## config.mk

```make
export PLATFORM = sky130hd
export DESIGN_NAME = comma_sync_fsm_flat
export DESIGN_NICKNAME = d
export VERILOG_FILES = /design/src/rtl/comma_pkg.sv /design/src/rtl/comma_sync_fsm_if.sv /design/src/rtl/comma_match.sv /design/src/rtl/comma_sync_fsm.sv /design/src/flat_wrapper.sv
export SDC_FILE = /design/constraint.sdc
export NUM_CORES = 1
export LEC_CHECK = 0
export BUFFER_PORTS_ARGS = -buffer_cell sky130_fd_sc_hd__buf_2
export CAP_MARGIN = 0
export CORE_ASPECT_RATIO = 0.5
export CORE_UTILIZATION = 47
export DETAILED_ROUTE_END_ITERATION = 12
export GPL_ROUTABILITY_DRIVEN = 0
export PLACE_DENSITY_LB_ADDON = 0.05
export SLEW_MARGIN = 20
export SYNTH_ARGS = -nofsm -noshare
export SYNTH_HDL_FRONTEND = slang
export SYNTH_SLANG_ARGS = --single-unit
```

## constraint.sdc

```tcl
create_clock -name clk -period 3.7 [get_ports clk]
set_input_delay 0.74 -clock clk [delete_from_list [all_inputs] [get_ports clk]]
set_output_delay 0.74 -clock clk [all_outputs]
set_load 0.02 [all_outputs]
```

## src/rtl/comma_pkg.sv

```systemverilog
// rtl/comma_pkg.sv - shared state encoding and default comma patterns
package comma_pkg;

  // Encoding 2'd3 is never produced; the FSM treats it as HUNT.
  typedef enum logic [1:0] {
    HUNT   = 2'd0,
    CHECK  = 2'd1,
    LOCKED = 2'd2
  } state_t;

  localparam logic [9:0] K28_5_NEG = 10'h0FA;
  localparam logic [9:0] K28_5_POS = 10'h305;

endpackage

```

## src/rtl/comma_sync_fsm_if.sv

```systemverilog
// rtl/comma_sync_fsm_if.sv - deserialiser-side bundle for the comma aligner
interface comma_sync_fsm_if #(
  parameter int SYMBOL_W = 10
);

  logic                align_en;
  logic                rx_polarity;
  logic [SYMBOL_W-1:0] data_window;
  logic [SYMBOL_W-1:0] sym_out;
  logic                sym_valid;
  logic                comma_pulse;
  logic                locked;
  logic [1:0]          state_dbg;

  modport master (
    output align_en, rx_polarity, data_window,
    input  sym_out, sym_valid, comma_pulse, locked, state_dbg
  );

  modport slave (
    input  align_en, rx_polarity, data_window,
    output sym_out, sym_valid, comma_pulse, locked, state_dbg
  );

endinterface

```

## src/rtl/comma_match.sv

```systemverilog
// rtl/comma_match.sv - polarity correction and dual comma compare
module comma_match
  import comma_pkg::*;
#(
  parameter int                  SYMBOL_W = 10,
  parameter logic [SYMBOL_W-1:0] COMMA_A  = K28_5_NEG,
  parameter logic [SYMBOL_W-1:0] COMMA_B  = K28_5_POS
) (
  input  logic [SYMBOL_W-1:0] data_window,
  input  logic                rx_polarity,
  output logic [SYMBOL_W-1:0] w,
  output logic                match
);

  assign w     = data_window ^ {SYMBOL_W{rx_polarity}};
  assign match = (w == COMMA_A) || (w == COMMA_B);

endmodule

```

## src/rtl/comma_sync_fsm.sv

```systemverilog
// rtl/comma_sync_fsm.sv - comma hunt / check / lock state machine
// Establishes a symbol boundary from repeated aligned commas and strobes aligned symbols in lock.
module comma_sync_fsm
  import comma_pkg::*;
#(
  parameter int                  SYMBOL_W    = 10,
  parameter logic [SYMBOL_W-1:0] COMMA_A     = K28_5_NEG,
  parameter logic [SYMBOL_W-1:0] COMMA_B     = K28_5_POS,
  parameter int                  LOCK_COMMAS = 4,
  parameter int                  LOSS_COUNT  = 3
) (
  input logic             clk,
  input logic             rst,
  comma_sync_fsm_if.slave bus
);

  localparam int BW = $clog2(SYMBOL_W);
  localparam int GW = $clog2(LOCK_COMMAS + 1);
  localparam int EW = $clog2(LOSS_COUNT + 1);
  localparam logic [GW-1:0] GOOD_MAX = GW'(LOCK_COMMAS);
  localparam logic [EW-1:0] ERR_MAX  = EW'(LOSS_COUNT);

  logic [SYMBOL_W-1:0] w;
  logic                match;

  comma_match #(
    .SYMBOL_W (SYMBOL_W),
    .COMMA_A  (COMMA_A),
    .COMMA_B  (COMMA_B)
  ) u_match (
    .data_window (bus.data_window),
    .rx_polarity (bus.rx_polarity),
    .w           (w),
    .match       (match)
  );

  state_t              state_q, state_d;
  logic [BW-1:0]       bit_cnt_q, bit_cnt_d;
  logic [GW-1:0]       good_q, good_d;
  logic [EW-1:0]       err_q, err_d;
  logic [SYMBOL_W-1:0] sym_out_q, sym_out_d;
  logic                sym_valid_q, sym_valid_d;
  logic                comma_q, comma_d;
  logic                locked_q, locked_d;

  logic                boundary;
  logic [BW-1:0]       bit_next;
  logic [GW-1:0]       good_inc;
  logic [EW-1:0]       err_inc;

  assign boundary = (bit_cnt_q == '0);
  assign bit_next = (bit_cnt_q == BW'(SYMBOL_W - 1)) ? '0 : bit_cnt_q + BW'(1);
  assign good_inc = (good_q == GOOD_MAX) ? good_q : good_q + GW'(1);
  assign err_inc  = (err_q == ERR_MAX) ? err_q : err_q + EW'(1);

  always_comb begin
    state_d     = state_q;
    bit_cnt_d   = bit_next;
    good_d      = good_q;
    err_d       = err_q;
    sym_out_d   = sym_out_q;
    sym_valid_d = 1'b0;
    comma_d     = 1'b0;
    locked_d    = locked_q;
    if (!bus.align_en) begin
      state_d   = HUNT;
      bit_cnt_d = '0;
      good_d    = '0;
      err_d     = '0;
      locked_d  = 1'b0;
    end else begin
      case (state_q)
        CHECK: begin
          if (match && boundary) begin
            good_d = good_inc;
            if (good_inc == GOOD_MAX) begin
              state_d  = LOCKED;
              err_d    = '0;
              locked_d = 1'b1;
            end
          end else if (match) begin
            bit_cnt_d = BW'(1);
            good_d    = GW'(1);
          end
        end
        LOCKED: begin
          if (boundary) begin
            sym_valid_d = 1'b1;
            sym_out_d   = w;
            comma_d     = match;
            if (match) err_d = '0;
          end else if (match) begin
            // Loss of lock keeps bit_cnt running; HUNT re-anchors on the next comma.
            if (err_inc == ERR_MAX) begin
              state_d  = HUNT;
              good_d   = '0;
              err_d    = '0;
              locked_d = 1'b0;
            end else begin
              err_d = err_inc;
            end
          end
        end
        default: begin
          state_d  = HUNT;
          locked_d = 1'b0;
          if (match) begin
            bit_cnt_d = BW'(1);
            good_d    = GW'(1);
            err_d     = '0;
            if (LOCK_COMMAS == 1) begin
              state_d  = LOCKED;
              locked_d = 1'b1;
            end else begin
              state_d = CHECK;
            end
          end
        end
      endcase
    end
  end

  always_ff @(posedge clk or posedge rst) begin
    if (rst) begin
      state_q     <= HUNT;
      bit_cnt_q   <= '0;
      good_q      <= '0;
      err_q       <= '0;
      sym_out_q   <= '0;
      sym_valid_q <= 1'b0;
      comma_q     <= 1'b0;
      locked_q    <= 1'b0;
    end else begin
      state_q     <= state_d;
      bit_cnt_q   <= bit_cnt_d;
      good_q      <= good_d;
      err_q       <= err_d;
      sym_out_q   <= sym_out_d;
      sym_valid_q <= sym_valid_d;
      comma_q     <= comma_d;
      locked_q    <= locked_d;
    end
  end

  assign bus.sym_out     = sym_out_q;
  assign bus.sym_valid   = sym_valid_q;
  assign bus.comma_pulse = comma_q;
  assign bus.locked      = locked_q;
  assign bus.state_dbg   = state_q;

endmodule

```

## src/flat_wrapper.sv

```systemverilog
// flat-port wrapper written by rule: the top's interface ports become plain ports
module comma_sync_fsm_flat import comma_pkg::*;
#(
  parameter int                  SYMBOL_W    = 10,
  parameter logic [SYMBOL_W-1:0] COMMA_A     = K28_5_NEG,
  parameter logic [SYMBOL_W-1:0] COMMA_B     = K28_5_POS,
  parameter int                  LOCK_COMMAS = 4,
  parameter int                  LOSS_COUNT  = 3
)
  (clk, rst, bus_align_en, bus_rx_polarity, bus_data_window, bus_sym_out, bus_sym_valid, bus_comma_pulse, bus_locked, bus_state_dbg);
  comma_sync_fsm_if #(.SYMBOL_W(SYMBOL_W)) bus_i ();
  input logic clk;
  input logic rst;
  input wire logic [$bits(bus_i.align_en)-1:0] bus_align_en;
  input wire logic [$bits(bus_i.rx_polarity)-1:0] bus_rx_polarity;
  input wire logic [$bits(bus_i.data_window)-1:0] bus_data_window;
  output wire logic [$bits(bus_i.sym_out)-1:0] bus_sym_out;
  output wire logic [$bits(bus_i.sym_valid)-1:0] bus_sym_valid;
  output wire logic [$bits(bus_i.comma_pulse)-1:0] bus_comma_pulse;
  output wire logic [$bits(bus_i.locked)-1:0] bus_locked;
  output wire logic [$bits(bus_i.state_dbg)-1:0] bus_state_dbg;
  assign bus_i.align_en = bus_align_en;
  assign bus_i.rx_polarity = bus_rx_polarity;
  assign bus_i.data_window = bus_data_window;
  assign bus_sym_out = bus_i.sym_out;
  assign bus_sym_valid = bus_i.sym_valid;
  assign bus_comma_pulse = bus_i.comma_pulse;
  assign bus_locked = bus_i.locked;
  assign bus_state_dbg = bus_i.state_dbg;
  comma_sync_fsm #(.SYMBOL_W(SYMBOL_W), .COMMA_A(COMMA_A), .COMMA_B(COMMA_B), .LOCK_COMMAS(LOCK_COMMAS), .LOSS_COUNT(LOSS_COUNT)) u_core (.clk(clk), .rst(rst), .bus(bus_i));
endmodule
```

==> results.txt <==
----------------------------------------------------
[Timing]
  Final min period ... 2.36 ns
  Fraction of the cycle the final worst path needs ... between 60% and 70%
  Number of failing setup endpoints in the final timing report ... 0
  Fin. Hold Viols ... 0
  Worst-margin pin slew ... just over 0.9 ns
  Highest clock frequency the design can meet ... approximately 420 MHz
  Number of pins exceeding their max-slew limit in the final report ... 0
  Post-route worst setup slack ... 1.34 ns
  Smallest hold slack ... roughly 0.5 ns
  Post-route setup TNS ... 0 ns
  Slew headroom ... 37.6%
  Skew final ... 0.00245 ns
  RSZ-0062 raised after global routing ... no

[Logic synthesis]
  Predominant post-synthesis flop cell ... sky130_fd_sc_hd__dfrtp_1
  Post-synth EDFFs ... 0
  Post-synthesis instance area ... about 1500 um2
  Count of distinct cell types in the synthesized netlist ... between 40 and 50
  Gate count of the mapped netlist ... 158
  Average size of a mapped cell ... 9.21 um2
  Async set-or-reset flop fraction in the synthesized netlist ... 100%
  Register bit total from synthesis ... 24
  Mapped Nets ... 180
  Count of warnings emitted by yosys ... 0
  Sequential-to-total area share from yosys stat ... 41.3%

[Power and ir drop]
  Switching power of the nets ... 0.000123 W
  Reg power frac ... 53.1%
  Power per cell area ... ~300 nW/um2
  Lkg Pwr ... 0.784 nW
  Cell internal power dissipation ... 0.000384 W
  Worst IR drop on VDD ... just under 0.0002 V
  Fraction of power spent switching nets ... 24.3%
  Clock group share of total power ... 35.6%
  Relative contribution of combinational cells to total power ... 11.3%

[Worst setup path]
  Sort of element at the start of the critical path ... flip-flop
  Worst path required time ... 3.89 ns
  Crit path buffers/inverters ... 1
  Highest-delay cell along the critical path ... sky130_fd_sc_hd__a2111o_1
  Crit Path Max Fanout ... 5
  Most frequent cell on the critical path ... sky130_fd_sc_hd__o211ai_1
  Arrival time of the worst setup path ... 2.55 ns
  Critical path cell sequence ... inv_1 > ha_1 > or3b_1 > a311oi_1 > o211ai_1 > a2111o_1 > o211ai_1
  Worst path top cell family by delay ... compound AO/OA/AOI/OAI gates
  CP endpoint kind ... flip-flop
  Highest cell delay on the worst timing path ... 0.44 ns
  Worst setup path class ... flip-flop to flip-flop

[Clock network]
  TritonCTS clock tree ... built
  CTS Root Cell ... sky130_fd_sc_hd__clkbuf_8
  Post-CTS Setup Bufs ... 0
  Source-to-sink clock delay at the later pin of the worst-skew pair ... 0.27 ns
  Number of buffers created by CTS ... 3
  Clock-pin slew on the worst setup and hold paths ... 0.09 ns
  Sink count of the clock tree ... 24
  Number of resized instances in the post-cts repair step ... 0
  Max Buffers Root-to-Sink ... 2
  Number of buffers inserted for hold repair after clock tree synthesis ... 0
  H-Tree Depth ... 1

[Place]
  Standard cell area after detailed placement ... roughly 1600 um2
  DPL Wire Length ... 2200 um
  IO buf count ... 28
  Total instance count after detailed placement ... 218
  DP Worst Slack ... around 1.1 ns

[Floorplan]
  Effective utilization at floorplan ... ~53%
  Number of rows created at floorplan ... 13
  Die outline height ... 41.3 um
  I/O pins ... 29
  Area of the die ... 3340 um2
  Die extent in x ... 80.7 um
  Area inside the core boundary ... roughly 2800 um2

[Flow run]
  Number of max-cap violations ... 0

[Route]
  Detailed Route WL ... 2960 um
  Via density per instance ... 5.45
  Overall via count from detail_route ... 1210
  Drt drc ... 0
  Detailed-route wire length per cell ... 13.3 um
  Number of optimization iterations in the first detailed-route pass ... 4
  Antenna viol nets, final ... 0
  Initial drt markers ... 103

[Final layout]
  Layout Area Growth over Synthesis ... 15.6%
  Total inserted antenna cells ... 0
  Most common library cell in the layout ignoring fill and taps ... sky130_fd_sc_hd__buf_2
  Top library cells by usage in the layout, fill and taps aside ... 28 x sky130_fd_sc_hd__buf_2, 24 x sky130_fd_sc_hd__dfrtp_1, 17 x sky130_fd_sc_hd__a21oi_1
  Final net count ... between 200 and 250
  Final std cells w/o fill ... 222
  Finished Cell Area ... 1680 um2
  Ratio of cells with drive above 1 in the final layout ... 22.2%

[GRT]
  Number of antenna violations at the first check in global routing ... 0
  Congestion Overflow GR ... 0
  Wire length of the first global-routing pass ... 4810 um
  Maximum number of pins on one net before global-route repair ... 25
  Number of global-route vias before repair ... 1030
  Overall track demand over capacity in global routing ... between 10% and 20%

[Worst hold path]
  Kind of path behind the tightest hold check ... flip-flop to flip-flop

[Outcome]
  Status ... completed

----------------------------------------------------
[worst paths after layout]
path	depth (start not counted)	start	to	slack (ns)
worst min register to register	1	u_core.bus.locked	u_core.bus.locked	0.50
worst max register to register	7	u_core.good_q[0]	u_core.bus.state_dbg[0]	1.34
min in group asynchronous	2	rst	u_core.bus.sym_out[0]	0.67
worst max-delay path	7	u_core.good_q[0]	u_core.bus.state_dbg[0]	1.34
worst min-delay path	1	u_core.bus.locked	u_core.bus.locked	0.50
max in group asynchronous	2	rst	u_core.bus.state_dbg[1]	2.46
[cell usage after synthesis (2+ instances only)]
cell type | count | share of area (%)
sky130_fd_sc_hd__dfrtp_1 | 24 | 41
sky130_fd_sc_hd__a21oi_1 | 17 | 5.8
sky130_fd_sc_hd__nor2_1 | 16 | 4.1
sky130_fd_sc_hd__nand2_1 | 14 | 3.6
sky130_fd_sc_hd__xnor2_1 | 12 | 7.2
sky130_fd_sc_hd__ha_1 | 8 | 6.9
sky130_fd_sc_hd__inv_1 | 8 | 2.1
sky130_fd_sc_hd__o21ai_0 | 6 | 2.1
sky130_fd_sc_hd__clkbuf_1 | 5 | 1.3
sky130_fd_sc_hd__nand3_1 | 5 | 1.7
sky130_fd_sc_hd__nor3_1 | 4 | 1.4
sky130_fd_sc_hd__nand4_1 | 3 | 1.3
sky130_fd_sc_hd__o211ai_1 | 3 | 1.5
sky130_fd_sc_hd__nand2b_1 | 2 | 0.86
sky130_fd_sc_hd__nand3b_1 | 2 | 1.0
sky130_fd_sc_hd__nor3b_1 | 2 | 1.0
[metrics by stage]
stage / utilization (%) / power, W
after floorplan: - / 0.000314
after detailed placement: 58.8 / 0.000332
after CTS: 60.8 / 0.000512
after global routing: 60.8 / 0.000525
after global placement: 58.8 / 0.000332
final: 60.8 / 0.000507
[logic make-up after synthesis]
kind of cell	count (synthesis)	synth area share, %
compound gates	39	17.5
xor+xnor	13	7.82
fa+ha+maj	8	6.88
buf+inv	14	3.61
flops	24	41.3
simple gates	60	23.0
[state kept, by name (all words and copies together) (netlist names)]
name                    flops
u_core.bus.state_dbg        2
u_core.bit_cnt_q            4
u_core.bus.locked           1
u_core.bus.sym_valid        1
u_core.bus.sym_out         10
u_core.good_q               3
u_core.err_q                2
u_core.bus.comma_pulse      1
[layout make-up]
cell class / count / area (um2)
inverter: 8 / 30.0
fill: 252 / 1080
tap: 37 / 46.3
multi-input combinational: 120 / 802
clock buffer: 4 / 55.1
timing repair buffer: 29 / 148
sequential: 24 / 601
[layer usage]
metal,GRT usage [%],vias up,share of wire (%),routed length (um)
met5,0,-,0,0
met4,2.68,0,0.27,8
met3,5.43,2,6.3,188
met2,30.3,39,39,1160
met1,28.4,553,54,1610
li1,-,616,-,-
[power by group through the flow]
stage | Clock, W | Combinational (W) | Sequential [W]
after detailed placement | 0 | 0.0000578 | 0.000274
after global routing | 0.000191 | 0.0000645 | 0.000270
final | 0.000181 | 0.0000575 | 0.000269
after global placement | 0 | 0.0000573 | 0.000274
after floorplan | 0 | 0.0000384 | 0.000275
after CTS | 0.000185 | 0.0000579 | 0.000269
(Power assumes the default switching activity.)
